<file path="src/rtl/dual_mem_reader.sv">
// Burst reader: streams a run of consecutive RAM words (address wraps at the top of the RAM)
// into a ready/valid stream through a 2-entry skid FIFO.
module dual_mem_reader #(
    parameter int RAM_WIDTH = 64,
    parameter int ADDR_SIZE = 10
) (
    input  logic                 clk,
    input  logic                 rst,
    input  logic                 start,
    input  logic [ADDR_SIZE-1:0] base_addr,
    input  logic [ADDR_SIZE:0]   length,
    input  logic [RAM_WIDTH-1:0] mem_data,
    output logic                 mem_op_en,
    output logic                 mem_read,
    output logic [ADDR_SIZE-1:0] mem_rd_address,
    output logic                 out_valid,
    input  logic                 out_ready,
    output logic [RAM_WIDTH-1:0] out_data,
    output logic                 out_last,
    output logic                 busy,
    output logic                 done
);

    localparam logic [ADDR_SIZE:0] MAX_LEN = {1'b1, {ADDR_SIZE{1'b0}}};

    typedef enum logic [1:0] {
        IDLE  = 2'd0,
        RUN   = 2'd1,
        DRAIN = 2'd2
    } state_t;

    state_t               state_q, state_d;
    logic [ADDR_SIZE-1:0] addr_q, addr_d;
    logic [ADDR_SIZE-1:0] rd_addr_q, rd_addr_d;
    logic [ADDR_SIZE:0]   remaining_q, remaining_d;
    logic                 in_flight_q, in_flight_d;
    logic                 flight_last_q, flight_last_d;
    logic                 done_q, done_d;
    logic [1:0]           count_q, count_d;
    logic                 wr_ptr_q, rd_ptr_q;
    logic [RAM_WIDTH-1:0] fifo_data_q [2];
    logic                 fifo_last_q [2];

    logic [ADDR_SIZE:0]   len_sat;
    logic                 issue;
    logic                 push;
    logic                 pop;
    logic [2:0]           occupancy;

    assign len_sat = (length > MAX_LEN) ? MAX_LEN : length;
    assign push    = in_flight_q;
    assign pop     = (count_q != 2'd0) && out_ready;

    // Slots claimed after this cycle's pop; a new read may only take the last free slot.
    assign occupancy = {1'b0, count_q} + {2'b00, in_flight_q} - {2'b00, pop};
    assign issue     = (state_q == RUN) && (remaining_q != '0) && (occupancy <= 3'd1);

    always_comb begin
        state_d       = state_q;
        addr_d        = addr_q;
        rd_addr_d     = rd_addr_q;
        remaining_d   = remaining_q;
        in_flight_d   = 1'b0;
        flight_last_d = flight_last_q;
        done_d        = 1'b0;
        count_d       = count_q + {1'b0, push} - {1'b0, pop};

        case (state_q)
            IDLE: begin
                if (start) begin
                    if (len_sat != '0) begin
                        addr_d      = base_addr;
                        remaining_d = len_sat;
                        state_d     = RUN;
                    end else begin
                        done_d = 1'b1;
                    end
                end
            end
            RUN: begin
                if (issue && (remaining_q == 1)) begin
                    state_d = DRAIN;
                end
            end
            DRAIN: begin
                if (pop && fifo_last_q[rd_ptr_q]) begin
                    state_d = IDLE;
                    done_d  = 1'b1;
                end
            end
            default: state_d = IDLE;
        endcase

        if (issue) begin
            addr_d        = addr_q + 1'b1;
            rd_addr_d     = addr_q;
            remaining_d   = remaining_q - 1'b1;
            in_flight_d   = 1'b1;
            flight_last_d = (remaining_q == 1);
        end
    end

    always_ff @(posedge clk or posedge rst) begin
        if (rst) begin
            state_q <= IDLE;
        end else begin
            state_q <= state_d;
        end
    end

    always_ff @(posedge clk or posedge rst) begin
        if (rst) begin
            addr_q        <= '0;
            rd_addr_q     <= '0;
            remaining_q   <= '0;
            in_flight_q   <= 1'b0;
            flight_last_q <= 1'b0;
            done_q        <= 1'b0;
            count_q       <= 2'd0;
            wr_ptr_q      <= 1'b0;
            rd_ptr_q      <= 1'b0;
        end else begin
            addr_q        <= addr_d;
            rd_addr_q     <= rd_addr_d;
            remaining_q   <= remaining_d;
            in_flight_q   <= in_flight_d;
            flight_last_q <= flight_last_d;
            done_q        <= done_d;
            count_q       <= count_d;
            if (push) begin
                wr_ptr_q <= ~wr_ptr_q;
            end
            if (pop) begin
                rd_ptr_q <= ~rd_ptr_q;
            end
        end
    end

    generate
        for (genvar gi = 0; gi < 2; gi++) begin : g_fifo
            always_ff @(posedge clk or posedge rst) begin
                if (rst) begin
                    fifo_data_q[gi] <= '0;
                    fifo_last_q[gi] <= 1'b0;
                end else if (push && (wr_ptr_q == 1'(gi))) begin
                    fifo_data_q[gi] <= mem_data;
                    fifo_last_q[gi] <= flight_last_q;
                end
            end
        end
    endgenerate

    assign mem_op_en      = (state_q != IDLE);
    assign mem_read       = issue;
    assign mem_rd_address = issue ? addr_q : rd_addr_q;
    assign out_valid      = (count_q != 2'd0);
    assign out_data       = fifo_data_q[rd_ptr_q];
    assign out_last       = out_valid && fifo_last_q[rd_ptr_q];
    assign busy           = (state_q != IDLE);
    assign done           = done_q;

endmodule

</file>
<file path="config.mk">
export PLATFORM = sky130hd
export DESIGN_NAME = dual_mem_reader
export DESIGN_NICKNAME = d
export VERILOG_FILES = /design/src/rtl/dual_mem_reader.sv
export SDC_FILE = /design/constraint.sdc
export NUM_CORES = 1
export LEC_CHECK = 0
export CAP_MARGIN = 20
export CORE_MARGIN = 2
export CORE_UTILIZATION = 46
export CTS_CLUSTER_DIAMETER = 80
export DETAILED_ROUTE_END_ITERATION = 7
export MAX_ROUTING_LAYER = met4
export PLACE_DENSITY_LB_ADDON = 0.08
export SYNTH_ARGS = -nofsm -noshare
export SYNTH_HDL_FRONTEND = slang
export SYNTH_SLANG_ARGS = --single-unit
</file>
<file path="constraint.sdc">
create_clock -name clk -period 5.6 [get_ports clk]
set_input_delay 1.12 -clock clk [delete_from_list [all_inputs] [get_ports clk]]
set_output_delay 1.12 -clock clk [all_outputs]
set_load 0.01 [all_outputs]
</file>
==> run summary, run 1 <==
The final-layout fill cell count was 1,289. The power per cell area works out to 652 nW/µm². The capture endpoint of the worst hold path was rd_addr_q[7]$_DFF_PP0_. The clock drives 170 sinks. The count of cells along the worst hold path came out at 2. The beginning of the worst register-to-register path was count_q[1]$_DFF_PP0_. Static timing analysis puts the maximum clock frequency at 0.189 GHz. The total met3 wirelength after detailed routing is 972 µm, and the final routed wire length divided by cell count is 18.1 µm. Setup violations remaining at the end of the flow were counted as 0.

Counting the buffers created by CTS gives 17. Length of routed wiring on met1: 7860 µm. The tools report the via count of the first global-routing pass as 5,645. The endpoint class of the critical path was an output pin.

TritonCTS built the clock tree. The run gives 0 as the final max-slew violation count. The reported leakage power came out at 4.23 nW. The initialized floorplan defines 47 standard-cell rows. After routing, the total negative slack on setup checks comes to 0 ns. In this run the tightest slew margin relative to its limit is 32.8%. The number of instances resized during post-cts repair came out at 0. The number of I/O port buffers was 168; the slew at the pin with the worst max-slew slack was 1.01 ns. The die is 133 µm tall.

On the final layout, the worst hold slack is 0.477 ns. The synthesized netlist devotes 0.341% of its cell area to XOR and XNOR gates. Main flop type after synthesis: dfrtp_1. Power after layout: 0.00667 W. The synthesis-stage register bit count was 170. The number of hold buffers added after cts was 0. Per-instance average area after synthesis: 13.2 µm². Routability-driven placement finished with a final weighted congestion of 0.830.

Highest metal layer with signal wires: met4. CTS placed an instance of clkbuf_16 at the clock tree root. Once the floorplan was initialized, standard cells occupied 46.7% of the core.

The compound-cell area share of the yosys netlist was 6.08%. The latest clock arrival within the worst-skew pair was 0.43 ns; the sum of met2 wire segment lengths after detailed routing was 8620 µm. Of the total synthesized cell area, the portion taken by full adders, half adders and majority gates is 1.04%. For the aggregate global routing overflow, the log shows 0. The tools report the data required time at the worst endpoint as 4.48 ns. Once layout is complete, the utilization of the core stands at 62.1%. For this run, design rule violations remaining after detail routing come to 0. The first global-routing pass estimated 29,000 µm of wire.

For this design the top-level I/O count stands at 169. The post-route minimum period was 5.28 ns. Number of inserted diodes: 0. Entering global routing, the biggest net connects 93 pins. Dividing the detail-routed via count by the number of cells gives 5.36. The count of routing violations after the opening detailed-route iteration is 272, and the register-to-register setup slack is 2.77 ns. After synthesis, the largest family of logic cells by area is multiplexers.

The initial antenna violation count came out at 0. The die boundary width was 133 µm; the post-CTS clock slew at the launch and capture registers of the worst setup and hold paths was 0.06 ns. From synthesis to final layout, the design area changed by 32.9%. The all-layer global routing usage is 21.3%, and the total standard cell area after synthesis is 7690 µm².

The logs give 4 for the deepest level of the CTS H-tree and 0 for the hold violation count in the final report. The run finished with clean final reports. For the final database, setup skew stands at 0.00684 ns.

At the worst endpoint, the arrival time is 4.16 ns. The logs give 0 for the buffer count from post-CTS setup fixing and 0 for the number of warnings printed during yosys synthesis. The tightest min-delay check is of the reg -> reg type. Dividing the final minimum period by the clock period gives 94.4%.

In this run the worst path has a maximum fanout of 20. The first detailed-routing pass ran for 4 iterations. The worst register-to-register path has a depth of 9.

In the synthesized netlist, the number of instances is 582. Setup repair after global routing left no endpoint under its margin. The synthesized netlist contains 57 unique library cells.

The floorplan step defined a die boundary enclosing 17,800 µm². VDD sags by at most 0.000416 V. The number of nets handed over by synthesis was 676.

The number of enable-type register cells in the synthesized netlist was 0; the maximum clock path buffer count was 2. Of the synthesized area, sequential elements account for 55.3%. After synthesis, the share of flip-flops with an asynchronous set or reset is 100%. For this block, the via count after detailed routing is 5,254.

The mux contribution to synthesized area is 28.5%. Launching element type of the critical path: an input pin. The detail route stage leaves a number of antenna-violating nets equal to 0. The worst register-to-register path ends at state_q[0]$_DFFE_PP0P_.

The simple-gate portion of the synthesized area came out at 6.44%. Max-cap violations in this run came to 0. The critical path is of the in -> out type. The routed design has 17,800 µm of wire.

The start point of the worst hold path is rd_addr_q[7]$_DFF_PP0_. The HPWL after detailed placement is 11,700 µm. Net count of the finished layout: 841. The proportion of layout cells with a drive suffix above 1 is 32.4%. The run gives 16,500 µm² as the core area.
placed cells by master (no fill, tap or decap), types with 3 or more instances in the layout:
master / count
dfrtp_1: 169
nand2b_1: 3
inv_1: 10
nor3_1: 5
o221a_1: 5
clkbuf_1: 4
o21a_1: 4
o21ai_0: 11
nand2_1: 43
nand3_1: 8
and3_1: 3
mux2_2: 194
clkbuf_16: 17
clkdlybuf4s50_1: 168
nand4_1: 3
a21oi_1: 17
a31oi_1: 4
nor2_1: 17
a211oi_1: 3
ha_1: 4
a311oi_1: 3
nor4_1: 3
buf_4: 6
bufinv_16: 4
worst max path at each step:
stage / from / end / slack [ns] / cells after the start
4_1_cts: out_ready / mem_rd_address[8] / 0.32 / 10
3_5_place_dp: out_ready / mem_rd_address[2] / 0.33 / 10
3_3_place_gp: out_ready / mem_rd_address[8] / 0.44 / 11
6_report: out_ready / mem_rd_address[8] / 0.32 / 10
2_1_floorplan: out_ready / mem_rd_address[0] / 1.46 / 11
5_1_grt: out_ready / mem_rd_address[2] / 0.1 / 10
logic make-up (layout without fill, tap and decap cells):
kind of cell,Yosys count,in the layout
buffers and inverters,42,220
XOR/XNOR,3,3
flip-flops,170,170
adder cells (fa/ha/maj),6,6
multiplexers,195,195
AND/OR/NAND/NOR,102,102
AO/OA/AOI/OAI,64,64
worst max-delay path, cell delays in order:
cell and delay, ns:
clkdlybuf4s50_1 0.56, nand3_1 0.16, o21ai_0 0.11, ha_1 0.19, fa_1 0.46, nor3_1 0.32
nand2_2 0.18, buf_4 0.24, o21ai_0 0.23, clkdlybuf4s50_1 0.59
layout make-up:
| class | instances | area (µm²) | share of cell area [%] |
|---|---|---|---|
| Clock inverter | 10 | 165 | 1.62 |
| Tap cell | 220 | 275 | 2.69 |
| Clock buffer | 22 | 454 | 4.44 |
| Multi-Input combinational cell | 370 | 3270 | 32.0 |
| Inverter | 13 | 52.6 | 0.514 |
| Sequential cell | 170 | 4260 | 41.6 |
| Timing Repair Buffer | 175 | 1750 | 17.1 |
cells in the mapped netlist, types with 2 or more instances:
master,instances,area (µm²)
mux2_2,194,2180
dfrtp_1,170,4250
nand2_1,44,165
clkbuf_1,20,75.1
a21oi_1,17,85.1
nor2_1,17,63.8
inv_1,11,41.3
o21ai_0,11,55.1
nand3_1,8,40.0
nor3_1,5,25.0
o221a_1,5,56.3
a31oi_1,4,25.0
ha_1,4,50.1
nand2b_1,4,25.0
o21a_1,4,30.0
a211oi_1,3,22.5
a311oi_1,3,26.3
and3_1,3,18.8
buf_1,3,11.3
buf_2,3,15.0
nand4_1,3,18.8
nor4_1,3,18.8
buf_4,2,15.0
nor3b_1,2,15.0
o31ai_1,2,15.0
or2_2,2,12.5
or3_1,2,12.5
or4_1,2,15.0
or4_4,2,22.5
xnor2_1,2,17.5
metal layers:
metal	GRT usage, %	up-vias
met1	26.5	2644
met4	7.74	0
met5	-	-
met2	33.9	159
met3	5.48	25
li1	-	2426
power by group:
| group | internal (W) | switching, W |
|---|---|---|
| combinational | 0.00190 | 0.00135 |
| sequential | 0.00182 | 0.000358 |
| clock | 0.000762 | 0.000484 |
| total | 0.00448 | 0.00219 |
registers in the layout, summed over array words and instances (netlist names):
register,count
addr_q,10
count_q,2
done,1
fifo_data_q,128
fifo_last_q,2
flight_last_q,1
in_flight_q,1
rd_addr_q,10
rd_ptr_q,1
remaining_q,11
state_q,2
wr_ptr_q,1
stage by stage:
stage / instance area [µm²] / instances / worst slack [ns]
5_1_grt: 10200 / 980 / 0.0994
4_1_cts: 10200 / 980 / 0.316
3_3_place_gp: 9600 / 948 / 0.439
2_1_floorplan: 7700 / 582 / 1.46
6_report: 10200 / 980 / 0.316
3_5_place_dp: 9600 / 948 / 0.333
(Power assumes the default switching activity.)
==> run 2: changes to the inputs <==
CAP_MARGIN = default   (was 20)
GPL_ROUTABILITY_DRIVEN = 0   (was default)
==> results of run 2 <==
Final layout, timing and power as in run 1 (identical DEF).
